==> src/rtl/two_power_mod_multistep.sv <==
// Computes 2^P mod M by repeated doubling with conditional subtract, STEPS doublings per cycle.
// Produces the Montgomery pre-scale constant for the RSA datapath; M==0 is reported via o_err.
module two_power_mod_multistep #(
    parameter int WIDTH     = 256,
    parameter int PWR_WIDTH = 32,
    parameter int STEPS     = 1
) (
    input  logic                 clk,
    input  logic                 rst,
    input  logic                 i_valid,
    output logic                 i_ready,
    input  logic [PWR_WIDTH-1:0] i_power,
    input  logic [WIDTH-1:0]     i_modulus,
    output logic                 o_valid,
    input  logic                 o_ready,
    output logic [WIDTH-1:0]     o_result,
    output logic                 o_err
);

    typedef enum logic [1:0] {IDLE, RUN, DONE} state_t;

    localparam logic [PWR_WIDTH-1:0] STEPS_W = PWR_WIDTH'(STEPS);

    state_t               state_q, state_d, accept_state;
    logic [PWR_WIDTH-1:0] pwr_q, pwr_d, cnt_q, cnt_d;
    logic [WIDTH-1:0]     mod_q, mod_d, r_q, r_d, r_run;
    logic                 err_q, err_d;
    logic                 accept, last_chunk;
    logic [PWR_WIDTH-1:0] rem, step;

    // One doubling; r < m keeps 2r within WIDTH+1 bits, and equality must reduce.
    function automatic logic [WIDTH-1:0] dbl_mod(input logic [WIDTH-1:0] r,
                                                 input logic [WIDTH-1:0] m);
        logic [WIDTH:0] shifted;
        shifted = {r, 1'b0};
        if (shifted >= {1'b0, m})
            shifted = shifted - {1'b0, m};
        return WIDTH'(shifted);
    endfunction

    assign accept       = i_valid && i_ready;
    assign rem          = pwr_q - cnt_q;
    assign last_chunk   = (rem <= STEPS_W);
    assign step         = (rem < STEPS_W) ? rem : STEPS_W;
    assign accept_state = (i_modulus == '0 || i_power == '0) ? DONE : RUN;

    always_ff @(posedge clk) begin
        if (rst)
            state_q <= IDLE;
        else
            state_q <= state_d;
    end

    always_comb begin
        state_d = state_q;
        case (state_q)
            IDLE: if (accept) state_d = accept_state;
            RUN:  if (last_chunk) state_d = DONE;
            DONE: begin
                if (accept)
                    state_d = accept_state;
                else if (o_ready)
                    state_d = IDLE;
            end
            default: state_d = IDLE;
        endcase
    end

    always_comb begin
        i_ready  = (state_q == IDLE) || (state_q == DONE && o_ready);
        o_valid  = (state_q == DONE);
        o_err    = (state_q == DONE) && err_q;
        o_result = (state_q == DONE && !err_q) ? r_q : '0;
    end

    // Unrolled doublings; stages beyond the remaining count pass r through.
    always_comb begin
        r_run = r_q;
        for (int i = 0; i < STEPS; i++) begin
            if (PWR_WIDTH'(i) < rem)
                r_run = dbl_mod(r_run, mod_q);
        end
    end

    always_comb begin
        pwr_d = pwr_q;
        mod_d = mod_q;
        cnt_d = cnt_q;
        r_d   = r_q;
        err_d = err_q;
        if (accept) begin
            pwr_d = i_power;
            mod_d = i_modulus;
            cnt_d = '0;
            err_d = (i_modulus == '0);
            r_d   = (i_modulus <= WIDTH'(1)) ? '0 : WIDTH'(1);
        end else if (state_q == RUN) begin
            r_d   = r_run;
            cnt_d = cnt_q + step;
        end
    end

    always_ff @(posedge clk) begin
        if (rst) begin
            pwr_q <= '0;
            mod_q <= '0;
            cnt_q <= '0;
            r_q   <= '0;
            err_q <= 1'b0;
        end else begin
            pwr_q <= pwr_d;
            mod_q <= mod_d;
            cnt_q <= cnt_d;
            r_q   <= r_d;
            err_q <= err_d;
        end
    end

endmodule

==> config.mk <==
export PLATFORM = sky130hd
export DESIGN_NAME = two_power_mod_multistep
export DESIGN_NICKNAME = d
export VERILOG_FILES = /design/src/rtl/two_power_mod_multistep.sv
export SDC_FILE = /design/constraint.sdc
export NUM_CORES = 2
export LEC_CHECK = 0
export CORE_MARGIN = 2
export CORE_UTILIZATION = 55
export DETAILED_ROUTE_END_ITERATION = 12
export PLACE_DENSITY = 0.84
export REMOVE_ABC_BUFFERS = 1
export SYNTH_ARGS = -nofsm -noshare
export SYNTH_HDL_FRONTEND = slang
export SYNTH_SLANG_ARGS = --single-unit
==> constraint.sdc <==
create_clock -name clk -period 7.7 [get_ports clk]
set_input_delay 0.77 -clock clk [delete_from_list [all_inputs] [get_ports clk]]
set_output_delay 0.77 -clock clk [all_outputs]
set_load 0.03 [all_outputs]
# --- After elaboration in Yosys (flattened, before gate mapping) ---
# Index checks and enable logic that the tools add are counted.
op_classes:
  add_sub_neg: 3
  order_cmp: 5
  eq_ne: 5
  mux: 13
  reduce_logical: 15
op_table:
  columns: ["operator", "count"]
  rows:
  - ["2-to-1 mux 256 bit", 5]
  - ["greater-or-equal comparator 257 x 256 -> 1 bit", 1]
  - ["less-or-equal comparator 256 x 1 -> 1 bit (second input constant)", 1]
  - ["zero test 256 bit", 1]
  - ["subtractor 256 bit", 1]
  - ["adder 32 bit", 1]
  - ["less-or-equal comparator 32 x 1 -> 1 bit (second input constant)", 1]
  - ["zero test 32 bit", 1]
  - ["less-than comparator 1 x 32 -> 1 bit (first input constant)", 1]
  - ["less-than comparator 32 x 1 -> 1 bit (second input constant)", 1]
  - ["2-to-1 mux 32 bit", 1]
  - ["subtractor 32 bit", 1]
  - ["2-to-1 mux 2 bit", 5]
  - ["case mux 2 bit (3 select lines)", 1]
  - ["logical AND 1 bit", 4]
  - ["inequality test 2 bit (second input constant)", 2]
  - ["nonzero test 2 bit", 2]
  - ["inequality test 3 x 1 -> 1 bit (second input constant)", 1]
  - ["AND reduction 3 bit", 1]
  - ["equality test 2 x 1 -> 1 bit (second input constant)", 1]
  - ["equality test 2 bit (second input constant)", 1]
  - ["zero test 2 bit", 1]
  - ["logical OR 1 bit", 2]
  - ["AND reduction 2 bit", 1]
  - ["other kinds (3)", 3]
word_totals:
  reg_bits: 579
  in_bits: 292
  output_inout_bits: 259

# --- Depth between registers and ports, before layout ---
depth:
  word_depth: 6
  ltp_mapped: 33

# --- Worst setup path after synthesis ---
# No wires, ideal clock.
synth_path:
  path_type: "register to register"
  from: "register pwr_q[0]"
  to: "register cnt_q[31]"
  setup_ns: 0.070
  arrival_ns: 5.792
  required_ns: 7.630
  setup_slack_ns: 1.838
  stages_incl_launch_ff: 32
  path_buffers: 0
  cell_sequence: "dfxtp_1 -> inv_1 -> ha_1 -> fa_1 -> nor2b_1 -> o31a_1 -> o211ai_1 -> nand4_1 -> a41oi_1 -> o31a_1 -> o311ai_1 -> a31oi_1 -> o21ai_1 -> xor2_1 -> nor4b_2 -> nand2_1 -> ha_1 -> a21o_1 -> a21o_1 -> nand2_1 -> a31oi_1 -> nand2_1 -> o211a_1 -> o31ai_1 -> nor4_1 -> or4_1 -> a31oi_1 -> a21o_1 -> a21o_1 -> a211oi_1 -> or3_1 -> a21oi_1"
synth_via:
  elab_chain_len: 4
synth_rtl:
  columns: ["element", "line_no", "source"]
  rows:
  - ["start, declared", "25", "logic [PWR_WIDTH-1:0] pwr_q, pwr_d, cnt_q, cnt_d;"]
  - ["start signal, assigned", "111", "pwr_q <= pwr_d;"]
  - ["subtractor 32 bit (*)", "42", "assign rem = pwr_q - cnt_q;"]
  - ["less-than comparator 32 x 1 -> 1 bit", "44", "assign step = (rem < STEPS_W) ? rem : STEPS_W;"]
  - ["2-to-1 mux 32 bit (*)", "44", null]
  - ["adder 32 bit (*)", "99", "cnt_d = cnt_q + step;"]
  - ["end signal, assigned", "113", "cnt_q <= cnt_d;"]
  - ["end, declared", "25", null]
# Every way passes the cells marked *; elsewhere a longest branch is shown, timed or not.
# A chain may end at the register's enable or synchronous reset.

# --- Worst setup path after layout ---
layout_path:
  from: "register pwr_q[0]"
  to: "register cnt_q[30]"
# Same word-level chain as after synthesis.

==> summary.txt <==
Setup path
  • Crit path DAT: just under 8000 ps
  • Critical path class: register to register
  • Worst path required time: about 8300 ps
  • CP Launch Type: register
  • Most used cell, CP: o21ai_0
  • Slowest stage delay, CP: about 430 ps
  • Slowest cell on the critical path: o31ai_1
  • CP max FO: 4
  • Critical Path End Type: register

Yosys
  • Synth cell count leaders: nand2_1 (1242), a21oi_1 (1029), dfxtp_1 (579)
  • Yosys top cell by area: dfxtp_1
  • Syn Inst Count: 6880
  • Synth Area per Inst: a little under 7 sq um
  • Async set or reset register ratio after synthesis: 0%
  • Netlist cell types: 89
  • Primary FF master, synth: dfxtp_1
  • Ys Warns: 0
  • Post-synth EDFFs: 0
  • Register bit total from synthesis: 579
  • Seq/Total Area, Yosys: between 20% and 30%
  • Share of the synthesized area in the top cell type: between 20% and 30%
  • Synth area leaders: dfxtp_1 (25%), a21oi_1 (11%), nand2_1 (9.9%), ha_1 (8.5%), o21ai_0 (4.5%)
  • Most common cell in the synthesized netlist: nand2_1
  • Synthesized cell area: approximately 0.047 sq mm

Timing
  • Clock skew: between 20 and 30 ps
  • RSZ-0062 raised after global routing: no
  • Final setup violation count: 0
  • Final Hold Viols: 0
  • Max-slew headroom: between 10% and 20%
  • Max Fclk: about 140 MHz
  • Final Critical Period: approximately 7200 ps
  • Slew at the pin with the worst max-slew slack: 1300 ps
  • Final Max Slew Viols: 0
  • Final period util: just over 90%

Routing
  • Post-Route WL: a little under 200000 microns
  • Detailed-route via count: roughly 53000
  • Drt initial violations: around 5500
  • Pre-antenna DRT Iters: 6
  • Routed len/inst: ~23 microns
  • Routed vias/inst: 6.33
  • Routed Antenna Nets: 0
  • DRC viols: 0

Floorplan
  • Starting Density: 55.3%
  • Die area: approximately 0.088 sq mm
  • Core Region: between 0.08 and 0.09 sq mm
  • IO Count: around 550
  • Cell Rows: between 100 and 150
  • Width of the chip: 296 microns
  • Die height: 296 microns

Cells and area
  • Layout cell share with drive strength beyond 1: between 2 and 3%
  • Fill count: 7600
  • Sequential Area: approximately 0.012 sq mm
  • Final core utilization: about two thirds
  • Multi-input logic area: between 0.03 and 0.04 sq mm
  • Final Net Count: ~7800
  • Area delta synth->final: 17.4%

Global route
  • Initial antenna violation count: 9
  • First-pass GRT wire length: 290000 microns
  • Vias in the first global route: 49600
  • Largest net degree at the start of global routing: between 200 and 300
  • Tot GR Track Use: ~43%
  • Grt ovf: 0

CTS
  • Resize count post-CTS: 0
  • Root buf cell: clkbuf_16
  • Postcts setup bufs: 0
  • H-tree levels: 3
  • Clock latency on the worst-skew pair: 660 ps
  • Worst-path clk slew: 60 ps
  • Clock sink total: between 500 and 600
  • TritonCTS clock tree: built
  • Bufs on Longest Clock Path: 3
  • Cts hold-fix bufs: 0
  • Num CTS Buffers: 67

Run
  • Max Cap Viol: 0

Outcome
  • Status: finished clean

Placed design
  • RD Place Congestion: 1.08
  • PortBufs: 550
  • Hpwl dp: ~150000 microns

Min path
  • Worst Hold Class: register to register
-- per-stage QoR --
step                setup WS [ps]  setup TNS (ps)  hold WS [ps]  instance area, sq um  cells
global route                 67.7               0           469                 55000   8343
floorplan                   -7330        -1202650           430                 45300   6484
CTS                           394               0           455                 55000   8343
detailed placement            481               0           447                 52700   8225
global placement              644               0           442                 52700   8225
finish                        528               0           452                 55000   8349
-- final cells by class --
class | count | area share, %
Antenna cell | 6 | 0.0273
Clock buffer | 96 | 3.58
Clock inverter | 22 | 0.557
Inverter | 397 | 2.71
Multi-Input combinational cell | 5508 | 58.7
Sequential cell | 579 | 21.1
Tap cell | 1144 | 2.60
Timing Repair Buffer | 597 | 10.8
-- state kept, by name, indices dropped and copies added, names as in the netlist --
register and cells:
cnt_q 32, err_q 1, mod_q 256, pwr_q 32, r_q 256, state_q 2
-- critical path: cells and delay by family, from the launching register on --
kind            cells  cell delay [ps]
compound gates     18             4140
xor+xnor            2              340
fa+ha+maj           4             1230
buf+inv             2              100
flops               1              330
simple gates        7              940
-- placed cells by master (no fill, tap or decap), types with 23 or more instances in the layout --
master,count
a21o_1,161
inv_1,397
o21a_1,52
a21oi_1,1028
nor2b_1,35
o21ai_0,423
nor3_1,81
buf_4,41
nor4_1,104
a22oi_1,50
xnor2_1,171
a31oi_1,34
conb_1,31
and2_1,272
nand4_1,168
clkbuf_16,70
nand3_1,179
o21ai_1,23
o21bai_1,98
clkdlybuf4s50_1,549
nor2_1,396
or3_1,25
dfxtp_1,579
xor2_1,108
a21boi_0,23
a211oi_1,42
nand2b_1,36
nand2_1,1240
o31ai_1,24
o211ai_1,138
ha_1,318
-- kinds of logic (layout without fill, tap and decap cells) --
group	count (synthesis)	in the layout	synth area share [%]
compound gates	2252	2252	28.8
mux	11	11	0.238
simple gates	2614	2614	25.6
xor+xnor	279	279	5.21
flops	579	579	24.7
other cells	2	37	0.0160
buf+inv	822	1112	6.79
fa+ha+maj	321	321	8.62
-- worst paths after layout --
kind                                  from    endpoint  slack [ps]  cells after the start
worst min-delay path            mod_q[225]  mod_q[225]         450                      2
worst max-delay path              pwr_q[0]   cnt_q[30]         530                     33
worst max register to register    pwr_q[0]   cnt_q[30]         530                     33
worst min register to register  mod_q[225]  mod_q[225]         450                      2
-- layer usage --
layer / share of wire [%] / GRT usage (%) / wire length, microns
met5: 0.028 / 0 / 55
met3: 11 / 12.4 / 21700
met2: 43 / 65.4 / 83600
met4: 6.2 / 23.6 / 12100
met1: 39 / 53.4 / 76300
Power is not shown: default switching activity piles up to over one toggle a cycle in this logic, so the estimate is an artifact.
